$ cat src/rtl/iopmp_err_capture.sv
// IOPMP error capture: round-robin arbitrates per-channel violations into a
// single software-visible error record, counts lost violations, raises a level irq.
package top_pkg;
  localparam int SourceWidth = 8;
endpackage

module iopmp_err_capture #(
  parameter int IOPMPNumChan = 4,
  parameter int SourceWidth  = top_pkg::SourceWidth,
  parameter int AddrWidth    = 34,
  parameter int EidWidth     = 9,
  parameter int DropCntWidth = 8,
  localparam int ChanWidth   = (IOPMPNumChan > 1) ? $clog2(IOPMPNumChan) : 1
) (
  input  logic                                     clk,
  input  logic                                     rst,
  input  logic [IOPMPNumChan-1:0]                  chan_err_i,
  input  logic [IOPMPNumChan-1:0][1:0]             chan_ttype_i,
  input  logic [IOPMPNumChan-1:0][AddrWidth-1:0]   chan_addr_i,
  input  logic [IOPMPNumChan-1:0][SourceWidth-1:0] chan_rrid_i,
  input  logic [IOPMPNumChan-1:0][EidWidth-1:0]    chan_eid_i,
  input  logic                                     err_clr_i,
  input  logic                                     intr_en_i,
  output logic                                     rec_valid_o,
  output logic [1:0]                               rec_ttype_o,
  output logic [3:0]                               rec_etype_o,
  output logic [AddrWidth-1:0]                     rec_addr_o,
  output logic [SourceWidth-1:0]                   rec_rrid_o,
  output logic [EidWidth-1:0]                      rec_eid_o,
  output logic [ChanWidth-1:0]                     rec_chan_o,
  output logic [DropCntWidth-1:0]                  drop_cnt_o,
  output logic                                     overflow_o,
  output logic                                     irq_o
);

  localparam int CntWidth = $clog2(IOPMPNumChan + 1);
  localparam int SumWidth = DropCntWidth + CntWidth + 1;
  localparam logic [DropCntWidth-1:0] DropMax = {DropCntWidth{1'b1}};

  typedef enum logic {
    IDLE = 1'b0,
    HELD = 1'b1
  } state_t;

  state_t                  state_reg;
  logic [ChanWidth-1:0]    ptr_reg;
  logic [ChanWidth-1:0]    ptr_next;
  logic [ChanWidth-1:0]    grant;
  logic                    any_err;
  logic [CntWidth-1:0]     pop;
  logic [1:0]              ttype_reg;
  logic [AddrWidth-1:0]    addr_reg;
  logic [SourceWidth-1:0]  rrid_reg;
  logic [EidWidth-1:0]     eid_reg;
  logic [ChanWidth-1:0]    chan_reg;
  logic [DropCntWidth-1:0] drop_reg;
  logic                    ovf_reg;
  logic [DropCntWidth-1:0] held_drop_next;
  logic [DropCntWidth-1:0] cap_drop_next;

  function automatic logic [DropCntWidth-1:0] sat_cnt(input logic [SumWidth-1:0] v);
    if (v > SumWidth'(DropMax)) begin
      return DropMax;
    end
    return v[DropCntWidth-1:0];
  endfunction

  // Round-robin search starting at ptr_reg, wrapping modulo the channel count.
  always_comb begin
    int idx;
    logic found;
    idx   = 0;
    found = 1'b0;
    grant = '0;
    for (int k = 0; k < IOPMPNumChan; k++) begin
      idx = int'(ptr_reg) + k;
      if (idx >= IOPMPNumChan) begin
        idx = idx - IOPMPNumChan;
      end
      if (!found && chan_err_i[idx]) begin
        found = 1'b1;
        grant = ChanWidth'(idx);
      end
    end
  end

  assign ptr_next = (grant == ChanWidth'(IOPMPNumChan - 1)) ? '0 : grant + 1'b1;

  always_comb begin
    pop = '0;
    for (int k = 0; k < IOPMPNumChan; k++) begin
      pop = pop + CntWidth'(chan_err_i[k]);
    end
  end

  assign any_err = |chan_err_i;

  // Held: accumulate every flagged event. Capture: only same-cycle losers count.
  assign held_drop_next = sat_cnt(SumWidth'(drop_reg) + SumWidth'(pop));
  assign cap_drop_next  = any_err ? sat_cnt(SumWidth'(pop) - SumWidth'(1)) : '0;

  always_ff @(posedge clk or negedge rst) begin
    if (!rst) begin
      state_reg <= IDLE;
      ptr_reg   <= '0;
      ttype_reg <= '0;
      addr_reg  <= '0;
      rrid_reg  <= '0;
      eid_reg   <= '0;
      chan_reg  <= '0;
      drop_reg  <= '0;
      ovf_reg   <= 1'b0;
    end else begin
      case (state_reg)
        IDLE: begin
          if (any_err) begin
            state_reg <= HELD;
            ptr_reg   <= ptr_next;
            ttype_reg <= chan_ttype_i[grant];
            addr_reg  <= chan_addr_i[grant];
            rrid_reg  <= chan_rrid_i[grant];
            eid_reg   <= chan_eid_i[grant];
            chan_reg  <= grant;
            drop_reg  <= cap_drop_next;
            ovf_reg   <= (pop > CntWidth'(1));
          end
        end
        HELD: begin
          if (err_clr_i) begin
            if (any_err) begin
              // Clear and re-capture in the same cycle; stay held.
              ptr_reg   <= ptr_next;
              ttype_reg <= chan_ttype_i[grant];
              addr_reg  <= chan_addr_i[grant];
              rrid_reg  <= chan_rrid_i[grant];
              eid_reg   <= chan_eid_i[grant];
              chan_reg  <= grant;
              drop_reg  <= cap_drop_next;
              ovf_reg   <= (pop > CntWidth'(1));
            end else begin
              state_reg <= IDLE;
              drop_reg  <= '0;
              ovf_reg   <= 1'b0;
            end
          end else begin
            drop_reg <= held_drop_next;
            if (any_err) begin
              ovf_reg <= 1'b1;
            end
          end
        end
        default: state_reg <= IDLE;
      endcase
    end
  end

  assign rec_valid_o = (state_reg == HELD);
  assign rec_ttype_o = ttype_reg;
  assign rec_etype_o = {2'b00, ttype_reg};
  assign rec_addr_o  = addr_reg;
  assign rec_rrid_o  = rrid_reg;
  assign rec_eid_o   = eid_reg;
  assign rec_chan_o  = chan_reg;
  assign drop_cnt_o  = drop_reg;
  assign overflow_o  = ovf_reg;
  assign irq_o       = rec_valid_o & intr_en_i;

  valid_held_until_clear: assert property (
    @(posedge clk) disable iff (!rst)
    (rec_valid_o && !err_clr_i) |=> rec_valid_o);

  drop_cnt_monotonic: assert property (
    @(posedge clk) disable iff (!rst)
    (rec_valid_o && !err_clr_i) |=> (drop_cnt_o >= $past(drop_cnt_o)));

endmodule

$ cat config.mk
export PLATFORM = sky130hd
export DESIGN_NAME = iopmp_err_capture
export DESIGN_NICKNAME = d
export VERILOG_FILES = /design/src/rtl/iopmp_err_capture.sv
export SDC_FILE = /design/constraint.sdc
export NUM_CORES = 1
export LEC_CHECK = 0
export CORE_ASPECT_RATIO = 0.8
export CORE_UTILIZATION = 37
export CTS_CLUSTER_DIAMETER = 60
export CTS_CLUSTER_SIZE = 16
export DETAILED_ROUTE_END_ITERATION = 6
export PLACE_DENSITY = 0.92
export RECOVER_POWER = 100
export SYNTH_ARGS = -nofsm -noshare
export SYNTH_HDL_FRONTEND = slang
export SYNTH_SLANG_ARGS = --single-unit
export TNS_END_PERCENT = 100
$ cat constraint.sdc
create_clock -name clk -period 2.5 [get_ports clk]
set_input_delay 0.25 -clock clk [delete_from_list [all_inputs] [get_ports clk]]
set_output_delay 0.25 -clock clk [all_outputs]
set_load 0.03 [all_outputs]
### Word level (Yosys, flattened, before mapping)

Cells that the tools add are included.
Widths: inputs -> output; s select.

* add/subtract/negate cells: 13
* order comparisons: 12
* equal/unequal tests: 4
* multiplexer cells: 68
* bitwise gates (word level): 2
* reductions and logical operators: 8

Operators by type and width (number)
* $lt 32x4->1 const B: 4
* $mux 32: 4
* $mux 34: 3
* $mux 8: 10
* $bmux 34 s2: 1
* $pmux 34 s2: 1
* $pmux 8 s2: 2
* $mux 9: 3
* $mux 2: 12
* $mux 1: 19
* $bmux 9 s2: 1
* $pmux 9 s2: 1
* $bmux 8 s2: 1
* $gt 12x8->1 const B: 1
* $pmux 2 s2: 3
* $sub 3x3->4 const B: 3
* $add 8x3->9: 1
* $ge 3x3->1 const B: 3
* $gt 9x8->1 const B: 1
* $bmux 1 s2: 4
* $add 2x2->3 const B: 2
* $bmux 2 s2: 1
* $ne 2x2->1 const B: 2
* $pmux 1 s2: 2
* 18 further kinds: 22

* bits in registers: 67
* input port bits: 220
* output and inout port bits: 70
* word-level logic and storage cells: 116

### Logic depth before layout (Yosys ltp)

* depth in word-level cells: 20
* depth in mapped cells: 10
* depth with buffers taken out: 10

### Worst setup path after synthesis

Ideal clock, no wire load.

* path type: input-to-reg
* from: in chan_err_i[0]
* to: reg drop_reg[6] (netlist: drop_cnt_o[6])
* setup time: 0.122 ns
* arrival: 2.387 ns
* data required time: 2.378 ns
* slack: -0.008 ns
* stages: 10
* cell sequence: fa_1 ha_1 ha_1 inv_1 fa_1 nor2b_1 o21ai_0 nor3b_1 nor2_1 o22a_1

* cells in the longest elaborated chain, start to end: 10

RTL lines
* from (decl): RTL line 17 `input logic [IOPMPNumChan-1:0] chan_err_i,`
* $add 1x1->2: RTL line 92 `pop = pop + CntWidth'(chan_err_i[k]);`
* $add 2x1->3: RTL line 92
* $add 3x1->3: RTL line 92
* $sub 3x1->4: RTL line 100 `assign cap_drop_next = any_err ? sat_cnt(SumWidth'(pop) - SumWidth'(1)) : '0;`
* $gt 12x8->1: RTL line 62 `if (v > SumWidth'(DropMax)) begin`
* $mux 1: RTL line 62
* $mux 8: RTL line 65 `return v[DropCntWidth-1:0];`
* $mux 8: RTL line 130 `if (any_err) begin`
* $mux 8: RTL line 129 `if (err_clr_i) begin`
* $pmux 8 s2: RTL line 114 `case (state_reg)`
* to (signal assigned): RTL line 124 `drop_reg <= cap_drop_next;`
* to (signal assigned): RTL line 138 `drop_reg <= cap_drop_next;`
* to (signal assigned): RTL line 146 `drop_reg <= held_drop_next;`
* to (decl): RTL line 56 `logic [DropCntWidth-1:0] drop_reg;`

Several ways; a longest one is shown, not always the timed one. The select of a mux whose other input is x is not followed.
A chain may end at the register's enable or synchronous reset.

### Final worst setup path

* from: in chan_err_i[3]
* to: reg drop_reg[5] (netlist: drop_cnt_o[5])

* cells in the longest elaborated chain, start to end: 8

RTL lines (RTL line)
* $add 3x1->3: 92
* $sub 3x1->4: 100
* $gt 12x8->1: 62
* $mux 1: 62
* $mux 8: 65
* $mux 8: 130
* $mux 8: 129
* $pmux 8 s2: 114

Several ways; a longest one is shown, not always the timed one. The select of a mux whose other input is x is not followed.

==> reports/qor.csv <==
stage,metric,value,unit
worst_setup_path,cpMostUsedCell,ha_4,
cts,insertion_delay,0.32,ns
layout,drive_above_1_share,9.28,%
sta,post-route-period-util,96.2,%
run_status,status,finished with violations,
placement,io_buffers,287,
layout,area_delta_synth_final,77.2,%
floorplan,floorplan.rows,35,
hold_path,holdCritPathClass,in2async,
route,viasPerCell,5.32,
worst_setup_path,cp_max_fo,3,
worst_setup_path,rrSetupSlack,0.44,ns
worst_setup_path,end_kind,flop,
worst_setup_path,path_class,in2reg,
worst_setup_path,crit_arrival,2.65,ns
route,vias,4568,
grt,grt_first_pass_wirelength,24.5,mm
sta,period_needed,2.41,ns
sta,clock_skew,0.00810,ns
power,leakage,3.45,nW
worst_setup_path,r2r-end,rec_rrid_o[7],
sta,hold_viol_final,0,
synth,avgSynthCellArea,10.8,um^2
floorplan,initial_core_util,38.2,%
grt,grt_use_total,25.0,%
run_status,violations,"capacitance limit, slew limit",
floorplan,io_pins,290,
power,p_per_area,872,mW/mm^2
placement,dp_cells,841,
layout,nNetsFinal,939,
synth,synth-edff-count,0,
placement,globalplace.congestion,0.889,
sta,tightest_slew,1.97,ns
cts,clock-sinks,67,
route,first_pass_iters,4,
synth,syn_area,0.00444,mm^2
cts,cts_buffer_depth,2,
synth,yosys_most_used_dff,dfrtp_1,
layout,layout_common_cells,"214 x clkdlybuf4s50_1, 107 x mux2i_1, 69 x dlygate4sd3_1",
cts,clkTransAtPathRegs,0.05,ns
route,route.detailed.drc,0,
synth,async_flop_share,100,%
synth,synthCells,412,
worst_setup_path,start_kind,input pin,
worst_setup_path,cpPeakStageDelay,0.49,ns
floorplan,die_y,100,um
grt,first_global_vias,4807,
grt,antenna_found_initial,0,
synth,synth_seq_cells,67,
worst_setup_path,path_cells,clkdlybuf4s15_1 > fa_1 > ha_4 > ha_4 > inv_2 > fa_2 > nor2b_4 > o211ai_1 > buf_4 > a31oi_4 > nor2_1 > a21oi_1,
grt,overflow,0,
layout,layout_commonest_cell,clkdlybuf4s50_1,
route,antenna_left,0,
cts,cts_tree,done,
worst_setup_path,cpMaxStageDelayCell,fa_1,
route,drtIter0Drc,264,
synth,synth.distinct_cells,42,
layout,largest_reg_flops,34,
power,ir_drop,0.000443,V
run,maxCapViolCount,1,
route,avgRoutedWirePerCell,18.6,um
layout,finalCoreUtilization,67.8,%
cts,cts-root-buf,clkbuf_16,
floorplan,dieArea,0.0124,mm^2
worst_setup_path,r2r-start,ptr_reg[1],
floorplan,core-area,0.0116,mm^2
sta,max_slew_margin,-31.3,%
worst_setup_path,r2r_cells,6,
sta,max_freq,0.416,GHz
sta,rsz0062_at_grt,false,
sta,fin_setup_tns,0,ns
placement,dpl.hpwl,12.7,mm
cts,htree_levels,3,
worst_setup_path,worstPathRequired,2.75,ns
synth,ys_seq_area_share,37.8,%
cts,cts_buffers,9,
layout,antennaDiodeCount,0,
sta,drv_slew,34,
cts,ctsHoldBuffers,0,
layout,stdcell_count,859,
synth,synth_warnings,0,
grt,grt_max_degree,37,
floorplan,die_w,124,um
route,postRouteWirelength,16.0,mm
sta,setup_viol,0,
## kinds of logic after synthesis
logic type	share of synthesized area, %
xor+xnor	0.592
buf+inv	7.70
fa+ha+maj	3.72
flops	37.8
simple gates	8.63
compound gates	17.4
mux	24.1
other cells	0.0845
## synthesized netlist by cell type (3+ instances only)
cell	n	area [um^2]
a21o_1	3	22.5
a21oi_1	9	45.0
a31oi_1	3	18.8
and2_1	3	18.8
buf_2	6	30.0
buf_4	6	45.0
buf_6	14	158
clkbuf_1	6	22.5
dfrtp_1	67	1680
ha_1	10	125
inv_1	11	41.3
mux2i_1	107	1070
nand2_1	67	251
nand2b_1	3	18.8
nor2_1	7	26.3
nor3b_1	3	22.5
o221ai_1	42	368
o221ai_2	11	165
o22a_1	4	35.0
## area by class of cell
| type | count | area (um^2) |
|---|---|---|
| inverter | 11 | 41.3 |
| clock buffer | 12 | 246 |
| tap | 148 | 185 |
| clock inverter | 3 | 15.0 |
| fill | 822 | 3740 |
| timing repair buffer | 318 | 3190 |
| multi-input combinational | 300 | 2510 |
| sequential | 67 | 1680 |
## worst max-delay path by stage
| stage | startpoint | to | slack, ns | cells past startpoint |
|---|---|---|---|---|
| after floorplan | chan_err_i[0] | drop_cnt_o[6] | 0.02 | 10 |
| after global placement | chan_err_i[0] | drop_cnt_o[5] | -0.57 | 11 |
| after detailed placement | chan_err_i[0] | drop_cnt_o[5] | -0.76 | 11 |
| after CTS | chan_err_i[1] | drop_cnt_o[0] | 0.004 | 11 |
| after global routing | chan_err_i[3] | drop_cnt_o[3] | 0.007 | 11 |
| final | chan_err_i[3] | drop_cnt_o[5] | 0.09 | 12 |
## routing by layer
layer | part of all wire (%) | routed length [um] | vias up | global-route usage (%)
met5 | 0 | 0 | - | 0
met4 | 2.3 | 360 | 0 | 7.14
met3 | 6.3 | 1010 | 36 | 6.66
met2 | 53 | 8410 | 225 | 46.0
met1 | 39 | 6180 | 2169 | 28.5
li1 | - | - | 2138 | -
## critical path, delay by kind of cell
family                   cells  cell delay [ns]
AO/OA/AOI/OAI                3             0.41
adder cells (fa/ha/maj)      4             1.34
buffers and inverters        3             0.46
AND/OR/NAND/NOR              2             0.20
## metrics by stage
| step | setup slack [ns] | hold WS [ns] | instance area, um^2 | total power [mW] |
|---|---|---|---|---|
| floorplan | 0.0203 | -0.0456 | 4440 | 4.21 |
| detailed placement | -0.763 | 0.379 | 7550 | 5.91 |
| global placement | -0.573 | 0.363 | 7550 | 5.77 |
| global route | 0.00666 | 0.506 | 7860 | 7.21 |
| CTS | 0.00356 | 0.0308 | 7850 | 7.08 |
| finish | 0.0939 | 0.475 | 7860 | 6.86 |
## timing repair
action                     4_1_cts  5_1_grt
pin swaps                        4        5
setup endpoints to repair        8        7
resized for setup               10       11
buffers inserted                 2        1
## where the power goes
| part | switching, mW | internal (mW) | total [mW] |
|---|---|---|---|
| combinational | 2.19 | 1.78 | 3.97 |
| clock | 0.431 | 0.687 | 1.12 |
| sequential | 0.266 | 1.50 | 1.77 |
No activity file was read; power rests on OpenSTA's default activity.
